<file path="src/rtl/scoreboard_stall_unit.sv">
// Purpose: per-register latency scoreboard; stalls decode on RAW/WAW hazards, bubbles EX, flushes on taken branch.
// Latency: outputs are combinational from counter state and decode inputs; counters update on the rising clk edge.
// Backpressure: stallF/stallD hold fetch/decode while any relevant counter is nonzero; a taken branch overrides any stall.
// Optional build macro SCOREBOARD_STATS_EN adds saturating stall_cycles / waw_stalls counters.
module scoreboard_stall_unit #(
  parameter int NREG    = 32,
  parameter int LAT_W   = 3,
  parameter int MAX_LAT = 6
) (
  input  logic             clk,
  input  logic             rst,
  input  logic             issue_validD,
  input  logic             regwriteD,
  input  logic [4:0]       rdD,
  input  logic [LAT_W-1:0] latD,
  input  logic [4:0]       rs1D,
  input  logic [4:0]       rs2D,
  input  logic             rs1_usedD,
  input  logic             rs2_usedD,
  input  logic             branch_takenE,
  output logic             stallF,
  output logic             stallD,
  output logic             flushD,
  output logic             flushE,
  output logic [NREG-1:0]  busy_vec
`ifdef SCOREBOARD_STATS_EN
  ,
  output logic [31:0]      stall_cycles,
  output logic [15:0]      waw_stalls
`endif
);

  localparam logic [LAT_W-1:0] MAX_LAT_C = LAT_W'(MAX_LAT);

  // Cycles remaining until each register's in-flight result is forwardable.
  logic [LAT_W-1:0] cnt [NREG];

  logic [LAT_W-1:0] lat_clamp;
  logic             raw_hit;
  logic             waw_hit;
  logic             hazard;
  logic             fire;

  // Hazard detection: a source still counting down is RAW; a destination that would
  // complete after this younger write is WAW. A taken branch suppresses both.
  always_comb begin
    lat_clamp = (latD > MAX_LAT_C) ? MAX_LAT_C : latD;
    raw_hit   = (rs1_usedD && (rs1D != 5'd0) && (cnt[rs1D] != '0)) ||
                (rs2_usedD && (rs2D != 5'd0) && (cnt[rs2D] != '0));
    waw_hit   = regwriteD && (rdD != 5'd0) && (cnt[rdD] > lat_clamp);
    hazard    = issue_validD && (raw_hit || waw_hit) && !branch_takenE;
    fire      = issue_validD && !hazard && !branch_takenE;
  end

  // Pipeline control outputs; everything reads as zero while reset is asserted.
  always_comb begin
    stallF   = rst && hazard;
    stallD   = rst && hazard;
    flushE   = rst && (hazard || branch_takenE);
    flushD   = rst && branch_takenE;
    busy_vec = '0;
    for (int r = 0; r < NREG; r++) begin
      busy_vec[r] = rst && (cnt[r] != '0);
    end
  end

  // Counter update: issue loads the clamped latency (winning over decrement), else count down to 0.
  always_ff @(posedge clk) begin
    if (!rst) begin
      for (int r = 0; r < NREG; r++) begin
        cnt[r] <= '0;
      end
    end else begin
      for (int r = 0; r < NREG; r++) begin
        if (r == 0) begin
          cnt[r] <= '0;
        end else if (fire && regwriteD && (rdD == 5'(r))) begin
          cnt[r] <= lat_clamp;
        end else if (cnt[r] != '0) begin
          cnt[r] <= cnt[r] - LAT_W'(1);
        end
      end
    end
  end

`ifdef SCOREBOARD_STATS_EN
  logic [31:0] stall_cnt_q;
  logic [15:0] waw_cnt_q;

  // Saturating statistics: total stall cycles, and stalls caused purely by WAW.
  always_ff @(posedge clk) begin
    if (!rst) begin
      stall_cnt_q <= '0;
      waw_cnt_q   <= '0;
    end else begin
      if (hazard && (stall_cnt_q != '1)) begin
        stall_cnt_q <= stall_cnt_q + 32'd1;
      end
      if (hazard && waw_hit && !raw_hit && (waw_cnt_q != '1)) begin
        waw_cnt_q <= waw_cnt_q + 16'd1;
      end
    end
  end

  // Statistics outputs follow the same reset masking as the control outputs.
  always_comb begin
    stall_cycles = rst ? stall_cnt_q : 32'd0;
    waw_stalls   = rst ? waw_cnt_q : 16'd0;
  end
`endif

endmodule

</file>
<file path="config.mk">
export PLATFORM = sky130hd
export DESIGN_NAME = scoreboard_stall_unit
export DESIGN_NICKNAME = d
export VERILOG_FILES = /design/src/rtl/scoreboard_stall_unit.sv
export SDC_FILE = /design/constraint.sdc
export NUM_CORES = 1
export LEC_CHECK = 0
export ABC_AREA = 1
export ABC_CLOCK_PERIOD_IN_PS = 9460
export CORE_MARGIN = 4
export CORE_UTILIZATION = 45
export CTS_CLUSTER_DIAMETER = 60
export DETAILED_ROUTE_END_ITERATION = 8
export SLEW_MARGIN = 20
export SYNTH_ARGS = -nofsm -noshare
export SYNTH_HDL_FRONTEND = slang
export SYNTH_SLANG_ARGS = --single-unit
</file>
<file path="constraint.sdc">
create_clock -name clk -period 9.46 [get_ports clk]
set_input_delay 2.838 -clock clk [delete_from_list [all_inputs] [get_ports clk]]
set_output_delay 2.838 -clock clk [all_outputs]
set_load 0.01 [all_outputs]
</file>
======== Yosys cells after proc, flatten, opt, wreduce, memory -nomap -nowiden ========
Memories as Yosys holds them, arrays and structs flattened.
Cells that the tools add are included.
word-level totals
  register bits after elaboration ......... 0
  bits in writable memories ............... 96
  input bits .............................. 25
  word-level logic and storage cells ...... 530
  memories kept ........................... 1
cells by class
  $add $sub $neg .......................... 31
  magnitude comparators ................... 2
  equality and inequality tests ........... 31
  mux-type cells .......................... 283
  bitwise operators ....................... 63
  reduce and logical (&&, ||, !) cells .... 119
memory list
  memory  depth  width  rd ports  clocked after Yosys merged registers in  write ports  RTL line  RTL
  cnt     32     3      35        0                                        32           36        logic [LAT_W-1:0] cnt [NREG];
operators with widths
  cell                                               number
  2-to-1 mux 1 bit                                   219
  2-to-1 mux 3 bit                                   64
  nonzero test 3 bit                                 34
  subtractor 3 x 1 -> 3 bit (second input constant)  31
  == test 5 bit (second input constant)              16
  logical AND 1 bit                                  77
  OR 1 bit                                           63
  == test 5 x 4 -> 1 bit (second input constant)     8
  == test 5 x 3 -> 1 bit (second input constant)     4
  nonzero test 5 bit                                 3
  == test 5 x 2 -> 1 bit (second input constant)     2
  == test 5 x 1 -> 1 bit (second input constant)     1
  > comparator 3 bit                                 1
  > comparator 3 bit (second input constant)         1
  logical OR 1 bit                                   3
  zero test 1 bit                                    2

======== Logic depth before layout (Yosys ltp) ========
  depth in word-level cells ............... 17
  gate-level depth with buffers ........... 22
  gate-level depth less buffers ........... 19

======== Least setup slack after synthesis ========
No wires, ideal clock.
  kind .................................... input-to-output
  start ................................... input rdD[0]
  end ..................................... output stallF
  data arrival time ....................... 5.412 ns
  path slack .............................. 1.210 ns
  stages on the path ...................... 18
  buffers on the path ..................... 3
  path through ............................ inv_1 -> nor2_1 -> inv_1 -> clkbuf_1 -> buf_1 -> o22ai_1 -> o21ai_0 -> nand4_1 -> nand2_1 -> o21ai_0 -> ha_1 -> nand2_1 -> o21ai_0 -> o2111ai_1 -> nand3_1 -> nand2_1 -> nor3_1 -> buf_4
between the ends
  longest elaborated chain between the ends .. 7
  elaborated cells on any way between the ends .. 9
ends and longest elaborated chain
  what                                                                   RTL line  RTL
  start: declaration                                                     14        input logic [4:0] rdD,
  memory read (32 x 3 bit) / nonzero test 5 bit (equally long branches)  -
  > comparator 3 bit / logical AND 1 bit (equally long branches)         50        waw_hit = regwriteD && (rdD != 5'd0) && (cnt[rdD] > lat_clamp);
  logical AND 1 bit (*)                                                  50
  logical OR 1 bit (*)                                                   51        hazard = issue_validD && (raw_hit || waw_hit) && !branch_takenE;
  logical AND 1 bit (*) (2 in a row)                                     51
  logical AND 1 bit (*)                                                  -
  end: declaration                                                       21        output logic stallF,
Every way passes the cells marked *; elsewhere a longest branch is shown, timed or not.

======== Final worst setup path ========
  start ................................... input rdD[0]
  end ..................................... output stallD
between the ends
  longest elaborated chain between the ends .. 7
  elaborated cells on any way between the ends .. 9
ends and longest elaborated chain
  what                                                                   RTL line  RTL
  memory read (32 x 3 bit) / nonzero test 5 bit (equally long branches)  -
  > comparator 3 bit / logical AND 1 bit (equally long branches)         50
  logical AND 1 bit (*)                                                  50
  logical OR 1 bit (*)                                                   51
  logical AND 1 bit (*) (2 in a row)                                     51
  logical AND 1 bit (*)                                                  58        stallD = rst && hazard;
  end: declaration                                                       22        output logic stallD,
Marked as above.

==> metrics.md <==
| Metric | Value |
|---|---|
| Vias in the first global route | 7989 |
| TritonCTS sink count | 93 |
| Max Cap Viol | 0 |
| Gate Count Post-Synth | 1234 |
| CP endpoint kind | primary output |
| Worst slew pin tran | 1.106 ns |
| Boundary pin count | 61 |
| Largest registers | cnt x93 |
| Most frequent cells in the layout | nand2_1, nor2_1, nand3_1 |
| Relative area change from synthesis to final layout | 13.83% |
| Average size of a mapped cell | 6.772 um2 |
| Number of buffers inserted during clock tree synthesis | 9 |
| Hold slack final | 0.5911 ns |
| Share of synthesized area occupied by flip-flops and latches | 0.3342 |
| Commonest non-fill, non-tap cell in the layout | nand2_1 |
| Height of the die | 144.3 um |
| Max VDD drop | 103.3 uV |
| Total Routing Usage GR | 0.2744 |
| Standard-cell rows | 49 |
| Synth warn | 0 |
| Fraction of final layout cells sized beyond drive strength 1 | 0.04524 |
| Post-DP Area | 9203 um2 |
| Post-detailed-route via-to-cell ratio | 5.727 |
| Class of the tightest hold or removal check | reg2reg |
| Worst Skew | 0.009921 ns |
| Critical path's top delay family | buffers and inverters |
| Xor and xnor area share after synthesis | 0 |
| Top register by number of flip-flops | cnt |
| CTS clk-pin slew, worst paths | 0.06 ns |
| Max reg flops | 93 |
| Number of buffer cells added on primary ports | 59 |
| Worst path setup slack after routing | 0.2654 ns |
| Share of the synthesized area in compound gates (AO/OA/AOI/OAI) | 0.09762 |
| Setup violators final | 0 |
| Worst endpoint required time | 6.62 ns |
| Maximum buffer depth of the clock tree | 2 |
| Horizontal extent of the die | 144.3 um |
| Global route total overflow | 0 |
| CTS root buffer | clkbuf_16 |
| Total negative slack for setup checks | 0 ns |
| Net count after synthesis | 1324 |
| CTS tree | yes |
| Total buffers and inverters traversed by the critical path | 4 |
| Startpoint type of the worst setup path | input pin |
| Weighted congestion reported at the end of routability-driven placement | 0.9926 |
| First-pass GRT wire length | 44.13 mm |
| Peak per-stage delay on the critical path | 0.58 ns |
| Multiplexer share of the synthesized area | 0 |
| Critical Path Fanout Max | 27 |
| Tmin final | 9.195 ns |
| # fillers | 1831 |
| Ordered cell list for the critical path | clkdlybuf4s50_1, inv_1, nand2_1, buf_12, o22ai_1, a221oi_1, o21ai_0, a211oi_1, o21ai_0, ha_1, nand2_1, o21ai_0, o2111ai_1, nand3_2, nand2_1, nor3_1, clkdlybuf4s50_1 |
| Count of nets after finishing | 1367 |
| Total number of vias | 8654 |
| Relative max-transition margin | 0.2620 |
| Hold Violations, Final | 0 |
| Worst setup path category | in2out |
| Summed instance area of the synthesized netlist | 8357 um2 |
| Worst path arrival time | 6.36 ns |
| Tot Pwr | 0.002571 W |
| Area of the core | 18090 um2 |
| Diodes inserted | 0 |
| Post-route ant nets | 0 |
| Maximum level of the CTS H-tree | 3 |
| Maximum frequency from static timing analysis | 108.8 MHz |
| Synthesized-area fraction occupied by adder cells | 0.09732 |
| Post-layout instance area | 9513 um2 |
| Combinational family with the most area after synthesis | simple AND/OR/NAND/NOR gates |
| Worst-path cell with the longest stage delay | clkdlybuf4s50_1 |
| Pre-antenna DRT Iters | 5 |
| Share of the clock period used by the worst path after layout | 0.9719 |
| PwrDens | 270.3 nW/um2 |
| Wire length reported by the detailed router | 28.31 mm |
| Reg-to-reg slack, setup | 5.40 ns |
| Maximum number of pins on one net before global-route repair | 43 |
| Area enclosed by the die boundary | 20820 um2 |
| DP HPWL | 21.31 mm |
| Simple-gate portion of the synthesized area | 0.3706 |
| Number of buffers inserted by hold repair at cts | 0 |
| DR DRC count | 0 |
| Starting density of the core | 0.4621 |
| Drt wl/cell | 18.73 um |
| Number of antenna violations at the first check in global routing | 0 |
| Final Max Tran Viols | 0 |
| Latest clock arrival within the worst-skew pair | 0.36 ns |
| DP Worst Slack | 0.1306 ns |
| Post-synthesis register bit count | 93 |
| Run status | finished clean |
| Number of distinct library cell variants in the gate-level netlist after synthesis | 31 |
| Static power due to leakage | 4.311 nW |
| Iteration-0 DRC count of the detailed router | 823 |
[report_power, final]
group          internal (W)  switching (W)
clock              0.000202       0.000161
sequential         0.000711       0.000103
combinational      0.000508       0.000885
[metal layers]
| metal | track usage | vias to the layer above | part of all wire |
|---|---|---|---|
| li1 | - | 4241 | - |
| met1 | 0.3877 | 3904 | 0.44 |
| met4 | 0.1178 | 0 | 0.037 |
| met2 | 0.4179 | 444 | 0.43 |
| met3 | 0.04365 | 65 | 0.089 |
| met5 | 0 | - | 0 |
[logic make-up (layout without fill, tap and decap cells)]
| logic type | after synthesis | count (layout) |
|---|---|---|
| adders and majority gates | 65 | 65 |
| DFF | 93 | 93 |
| other | 1 | 1 |
| buffers and inverters | 213 | 261 |
| AOI/OAI and AO/OA | 143 | 143 |
| and+or+nand+nor | 719 | 719 |
[synth_stat cells (all sizes together)]
cell type	number	area, um2
a21oi	49	245.2
inv	155	581.8
o2111ai	3	26.28
clkbuf	32	122.6
nor3	2	10.01
nor2	220	840.8
a221oi	6	52.55
clkinv	5	18.77
o21ai	41	205.2
a211oi	1	7.510
o221ai	2	17.52
a22oi	2	15.01
nand2	272	1021
ha	65	813.3
edfxtp	93	2793
nand3	184	965.9
buf	21	111.4
nand3b	2	15.01
conb	1	3.750
nand4	39	244.0
o32ai	1	8.760
o22ai	38	237.7
[path summary, 6_finish.rpt]
kind | from | endpoint | depth (start not counted)
hold reg to reg | cnt[18][0] | cnt[18][0] | 1
hold / removal | cnt[18][0] | cnt[18][0] | 1
setup / recovery | rdD[0] | stallD | 17
setup reg to reg | cnt[11][2] | cnt[7][1] | 17
[per-stage QoR]
stage / instances / util
finish: 1511 / 0.5260
floorplan: 1234 / -
CTS: 1510 / 0.5245
global placement: 1494 / 0.5088
global route: 1511 / 0.5260
detailed placement: 1494 / 0.5088
[area by class of cell]
type	count	area [um2]	area share
clock buffers	10	229.0	0.02407
clock inverters	6	53.80	0.005656
inverters	160	604.3	0.06353
multi-input cells	928	4745	0.4988
flip-flops and latches	93	2793	0.2936
well taps	229	286.5	0.03012
repair buffers	85	802.0	0.08431
[what timing repair did]
action | CTS | global route
setup buffers | 0 | 1
hold endpoints to repair | 0 | 0
gates resized for setup | 0 | 7
endpoints found under the setup margin | 0 | 3
No activity file was read; power rests on OpenSTA's default activity.
